===== src/rtl/truth_table_sweeper_if.sv =====
// Bundle between the truth-table sweeper and its environment (lab-board
// controls on one side, the boolean function under exercise on the other).
interface truth_table_sweeper_if #(
  parameter int N_IN = 3
);
  localparam int NV = 1 << N_IN;

  logic            start;
  logic [NV-1:0]   expected;
  logic            func_out;
  logic [N_IN-1:0] func_in;
  logic            busy;
  logic            done;
  logic            pass;
  logic [NV-1:0]   captured;
  logic [N_IN:0]   err_count;
  logic [N_IN-1:0] first_err_idx;

  modport slave (
    input  start, expected, func_out,
    output func_in, busy, done, pass, captured, err_count, first_err_idx
  );

  modport master (
    output start, expected, func_out,
    input  func_in, busy, done, pass, captured, err_count, first_err_idx
  );
endinterface


===== src/rtl/truth_table_sweeper.sv =====
// Steps a combinational boolean function through every input vector, holds
// each for SETTLE cycles, samples it, and grades the result against a mask.
module truth_table_sweeper #(
  parameter int N_IN   = 3,
  parameter int SETTLE = 2
) (
  input  logic                  clk,
  input  logic                  rst,
  truth_table_sweeper_if.slave  bus
);
  localparam int NV = 1 << N_IN;
  localparam int CW = (SETTLE > 1) ? $clog2(SETTLE) : 1;

  typedef enum logic [1:0] {
    S_IDLE,
    S_SETTLE,
    S_SAMPLE,
    S_DONE
  } state_t;

  state_t          state_q;
  logic [N_IN-1:0] func_in_q;
  logic [CW-1:0]   cnt_q;
  logic            busy_q;
  logic            done_q;
  logic            pass_q;
  logic [NV-1:0]   captured_q;
  logic [NV-1:0]   exp_q;
  logic [N_IN:0]   err_q;
  logic [N_IN-1:0] first_q;

  logic            mism_d;
  logic            last_d;
  logic [N_IN:0]   err_d;
  logic [NV-1:0]   captured_d;

  // The error count can never legitimately exceed the vector count; the
  // clamp keeps the register honest regardless.
  function automatic logic [N_IN:0] sat_inc(input logic [N_IN:0] v);
    if (v == (N_IN+1)'(NV)) return v;
    return v + {{N_IN{1'b0}}, 1'b1};
  endfunction

  always_comb begin
    mism_d     = (bus.func_out != exp_q[func_in_q]);
    last_d     = (func_in_q == N_IN'(NV - 1));
    err_d      = mism_d ? sat_inc(err_q) : err_q;
    captured_d = captured_q;
    captured_d[func_in_q] = bus.func_out;
  end

  always_ff @(posedge clk) begin
    if (rst) begin
      state_q    <= S_IDLE;
      func_in_q  <= '0;
      cnt_q      <= '0;
      busy_q     <= 1'b0;
      done_q     <= 1'b0;
      pass_q     <= 1'b0;
      captured_q <= '0;
      exp_q      <= '0;
      err_q      <= '0;
      first_q    <= '0;
    end else begin
      case (state_q)
        S_IDLE, S_DONE: begin
          if (bus.start) begin
            state_q    <= S_SETTLE;
            func_in_q  <= '0;
            cnt_q      <= CW'(SETTLE - 1);
            busy_q     <= 1'b1;
            done_q     <= 1'b0;
            pass_q     <= 1'b0;
            captured_q <= '0;
            exp_q      <= bus.expected;
            err_q      <= '0;
            first_q    <= '0;
          end
        end
        S_SETTLE: begin
          if (cnt_q != '0) cnt_q <= cnt_q - 1'b1;
          else             state_q <= S_SAMPLE;
        end
        S_SAMPLE: begin
          captured_q <= captured_d;
          err_q      <= err_d;
          if (mism_d && (err_q == '0)) first_q <= func_in_q;
          if (last_d) begin
            state_q <= S_DONE;
            busy_q  <= 1'b0;
            done_q  <= 1'b1;
            pass_q  <= (err_d == '0);
          end else begin
            state_q   <= S_SETTLE;
            func_in_q <= func_in_q + 1'b1;
            cnt_q     <= CW'(SETTLE - 1);
          end
        end
        default: state_q <= S_IDLE;
      endcase
    end
  end

  assign bus.func_in       = func_in_q;
  assign bus.busy          = busy_q;
  assign bus.done          = done_q;
  assign bus.pass          = pass_q;
  assign bus.captured      = captured_q;
  assign bus.err_count     = err_q;
  assign bus.first_err_idx = first_q;
endmodule


===== src/flat_wrapper.sv =====
// flat-port wrapper written by rule: the top's interface ports become plain ports
module truth_table_sweeper_flat 
#(
  parameter int N_IN   = 3,
  parameter int SETTLE = 2
)
  (clk, rst, bus_start, bus_expected, bus_func_out, bus_func_in, bus_busy, bus_done, bus_pass, bus_captured, bus_err_count, bus_first_err_idx);
  truth_table_sweeper_if #(.N_IN(N_IN)) bus_i ();
  input  logic clk;
  input  logic rst;
  input wire logic [$bits(bus_i.start)-1:0] bus_start;
  input wire logic [$bits(bus_i.expected)-1:0] bus_expected;
  input wire logic [$bits(bus_i.func_out)-1:0] bus_func_out;
  output wire logic [$bits(bus_i.func_in)-1:0] bus_func_in;
  output wire logic [$bits(bus_i.busy)-1:0] bus_busy;
  output wire logic [$bits(bus_i.done)-1:0] bus_done;
  output wire logic [$bits(bus_i.pass)-1:0] bus_pass;
  output wire logic [$bits(bus_i.captured)-1:0] bus_captured;
  output wire logic [$bits(bus_i.err_count)-1:0] bus_err_count;
  output wire logic [$bits(bus_i.first_err_idx)-1:0] bus_first_err_idx;
  assign bus_i.start = bus_start;
  assign bus_i.expected = bus_expected;
  assign bus_i.func_out = bus_func_out;
  assign bus_func_in = bus_i.func_in;
  assign bus_busy = bus_i.busy;
  assign bus_done = bus_i.done;
  assign bus_pass = bus_i.pass;
  assign bus_captured = bus_i.captured;
  assign bus_err_count = bus_i.err_count;
  assign bus_first_err_idx = bus_i.first_err_idx;
  truth_table_sweeper #(.N_IN(N_IN), .SETTLE(SETTLE)) u_core (.clk(clk), .rst(rst), .bus(bus_i));
endmodule

===== config.mk =====
export PLATFORM = sky130hd
export DESIGN_NAME = truth_table_sweeper_flat
export DESIGN_NICKNAME = d
export VERILOG_FILES = /design/src/rtl/truth_table_sweeper_if.sv /design/src/rtl/truth_table_sweeper.sv /design/src/flat_wrapper.sv
export SDC_FILE = /design/constraint.sdc
export NUM_CORES = 1
export LEC_CHECK = 0
export ABC_AREA = 1
export CAP_MARGIN = 25
export CORE_MARGIN = 2
export CORE_UTILIZATION = 50
export CTS_CLUSTER_DIAMETER = 100
export DETAILED_ROUTE_END_ITERATION = 6
export GPL_TIMING_DRIVEN = 0
export PLACE_DENSITY_LB_ADDON = 0.25
export REMOVE_ABC_BUFFERS = 1
export SYNTH_ARGS = -nofsm -noshare
export SYNTH_HDL_FRONTEND = slang
export SYNTH_SLANG_ARGS = --single-unit
export TNS_END_PERCENT = 5

===== constraint.sdc =====
create_clock -name clk -period 2 [get_ports clk]
set_input_delay 0.2 -clock clk [delete_from_list [all_inputs] [get_ports clk]]
set_output_delay 0.2 -clock clk [all_outputs]
set_load 0.03 [all_outputs]

==> metrics.cfg <==
[grt]
grt_usage_pct=19.88
antenna_found_initial=0
grt_pass1_vias=1339
grt_pass1_wl_mm=5.464
grt_max_degree=22
grt.overflow.total=0

[placement]
place.port_buffers=32
place_congestion=0.7808
post-place-cells=302
hpwlAfterDp_mm=2.462

[sta]
grt_setup_unrepaired=yes
setup_viol=0
report.final.slew_viol_count=0
fmax_mhz=513.9
relSlewSlack_pct=47.11
fin_crit_sh_pct=97.29
finClkSkew_ps=21.07
hold_viol=0
fin_hold_ws_ps=466.2
finalCriticalPeriod_ps=1946
worst_pin_slew_ps=790.9

[floorplanning]
io_pins=33
row_count=20
start_util_pct=53.15
fp.coreArea_sq_um=3103
die_w_microns=61.43
die_h_microns=61.43
die_area_sq_um=3774

[detailed_routing]
drcViolationCount=0
avgRoutedWirePerCell_microns=11.08
ant_nets=0
via_per_inst=4.984
vias=1555
drt-pass1-iter-count=4
wl_mm=3.458
drt-initial-drc-count=64

[cts]
clockBufferDepth=2
clock-sinks=32
hold_buffers=0
path_clk_slew_ps=100
clk_latency_ps=350
cts_made_buffers=5
cts_root_buf=clkbuf_4
htree_num_levels=2
cts_tree=built

[logic_synthesis]
synthTopCellsByCount=48 x nand2_1, 32 x dfxtp_1, 30 x nor2_1
synth.most_common_cell=nand2_1
synthTopCellsByArea=dfxtp_1 39%, nand2_1 11%, a21oi_1 7.3%
ys_seq_elements=32
yosysSeqAreaShare_pct=38.85
yosys_warnings=0
netlist_area_sq_um=1649
syn_inst=233
yosys_most_used_dff=dfxtp_1
async_flop_share_pct=0
synth_area_leader_cell=dfxtp_1
synth.avg_cell_area_sq_um=7.078
synth_top_area_share_pct=38.85
synth_edf_count=0
synth_cell_types=27

[power_and_ir_drop]
power_switching_uw=448.9
p_int_uw=966.2
seq_power_share_pct=50.0
power.density_nw_per_um2=681.3
comb_power_share_pct=22.2
clock_power_share_pct=27.8
p_sw_share_pct=31.72
leakage_nw=0.8288
peakVddDrop_mv=0.3845

[worst_hold_path]
min-delay-start=u_core.bus.first_err_idx[0]
min_path_type=reg -> reg
whs_endpoint=u_core.bus.first_err_idx[0]
whs_path_depth=2

[worst_setup_path]
startpoint_type=flop
reg2reg_depth=9
cp_max_fo=14
r2r-end=u_core.bus.done
reg2reg_from=u_core.state_q[0]
endpoint_kind=flop
path_class=reg -> reg
required_ps=2190
crit_arrival_ps=2140
rrSetupSlack_ps=50

[layout]
diodes=0
drive_gt1_share_pct=11.57
instances_no_fill=312
area_delta_synth_final_pct=25.95
fillers=295
nNetsFinal=286
fin_util_pct=66.94

[status]
status=finished, final reports clean

[flow_run]
drv_cap=0

==> worst max-delay path: stages (launching register included) <==
cell	delay, ps
dfxtp_1	380
inv_1	70
ha_1	310
nand2_2	120
inv_1	260
a21oi_4	60
inv_2	190
o21ai_0	210
a21oi_1	170
nor2_1	50
==> area by class of cell <==
type / instances / area (sq um) / area share (%)
tap: 44 / 55.05 / 2.651
clock inverter: 2 / 10.01 / 0.4819
sequential: 32 / 643.1 / 30.96
multi-input combinational: 172 / 899.6 / 43.31
timing repair buffer: 34 / 335.3 / 16.14
clock buffer: 6 / 51.30 / 2.470
inverter: 22 / 82.58 / 3.976
==> per-layer routing <==
layer | GRT usage, % | routed length (microns) | share of wire (%)
met5 | 0 | 0 | 0
met4 | 12.77 | 92 | 2.7
met2 | 30.70 | 1550 | 45
met3 | 5.672 | 157 | 4.5
met1 | 24.25 | 1657 | 48
==> layout by cell type, fill, tap and decap left out, types with 5 or more instances in the layout <==
| cell | synthesis | layout |
|---|---|---|
| nor2_1 | 30 | 29 |
| clkbuf_4 | 0 | 5 |
| ha_1 | 7 | 7 |
| dfxtp_1 | 32 | 30 |
| inv_1 | 21 | 20 |
| o21ai_0 | 20 | 20 |
| nand2_1 | 48 | 48 |
| nor2_2 | 4 | 5 |
| clkdlybuf4s50_1 | 0 | 32 |
| nand3_1 | 11 | 11 |
| a21oi_1 | 24 | 24 |
==> power by group through the flow <==
stage | Sequential [mW] | Combinational, mW | Clock (mW)
floorplan | 0.736 | 0.183 | 0
global placement | 0.720 | 0.289 | 0
finish | 0.708 | 0.314 | 0.394
detailed placement | 0.722 | 0.295 | 0
CTS | 0.708 | 0.313 | 0.407
global route | 0.713 | 0.349 | 0.433
==> cell families (layout without fill, tap and decap cells) <==
family                     Yosys count  in the layout  share of synthesized area, %
xor gates and xnor gates             3              3                         1.594
DFF                                 32             32                         38.85
and+or+nand+nor                    111            111                         30.58
AOI/OAI and AO/OA                   51             51                         16.47
buffers and inverters               29             64                         7.208
adders and majority gates            7              7                         5.311
==> stage by stage <==
step | setup slack [ps] | setup TNS [ps] | instance area (sq um) | total power, mW
floorplan | 36.50 | 0 | 1613 | 0.9191
global placement | -210.3 | -1009 | 1988 | 1.009
detailed placement | -240.7 | -1531 | 1988 | 1.017
CTS | 43.43 | 0 | 2073 | 1.427
global route | -93.20 | -247.9 | 2077 | 1.496
finish | 54.23 | 0 | 2077 | 1.415
==> what timing repair did <==
| action | 4_1_cts | 5_1_grt |
|---|---|---|
| resized for setup | 3 | 2 |
| setup buffers | 2 | 0 |
| setup endpoints to repair | 16 | 11 |
| cloned | 0 | 0 |
==> state kept, by name, indices dropped and copies added (netlist names), 2 cells and up <==
| register | cells |
|---|---|
| u_core.bus.captured | 8 |
| u_core.exp_q | 8 |
| u_core.bus.err_count | 4 |
| u_core.bus.first_err_idx | 3 |
| u_core.bus.func_in | 3 |
| u_core.state_q | 2 |
==> worst max-delay path by stage <==
stage / startpoint / endpoint / cells after the start
2_1_floorplan: u_core.bus.func_in[0] / u_core.bus.first_err_idx[2] / 11
3_3_place_gp: u_core.state_q[0] / u_core.bus.pass / 9
3_5_place_dp: u_core.state_q[0] / u_core.bus.pass / 9
4_1_cts: u_core.state_q[0] / u_core.bus.done / 9
5_1_grt: u_core.state_q[0] / u_core.bus.done / 9
6_report: u_core.state_q[0] / u_core.bus.done / 9
Note: power is estimated with default switching activity, not from simulation.
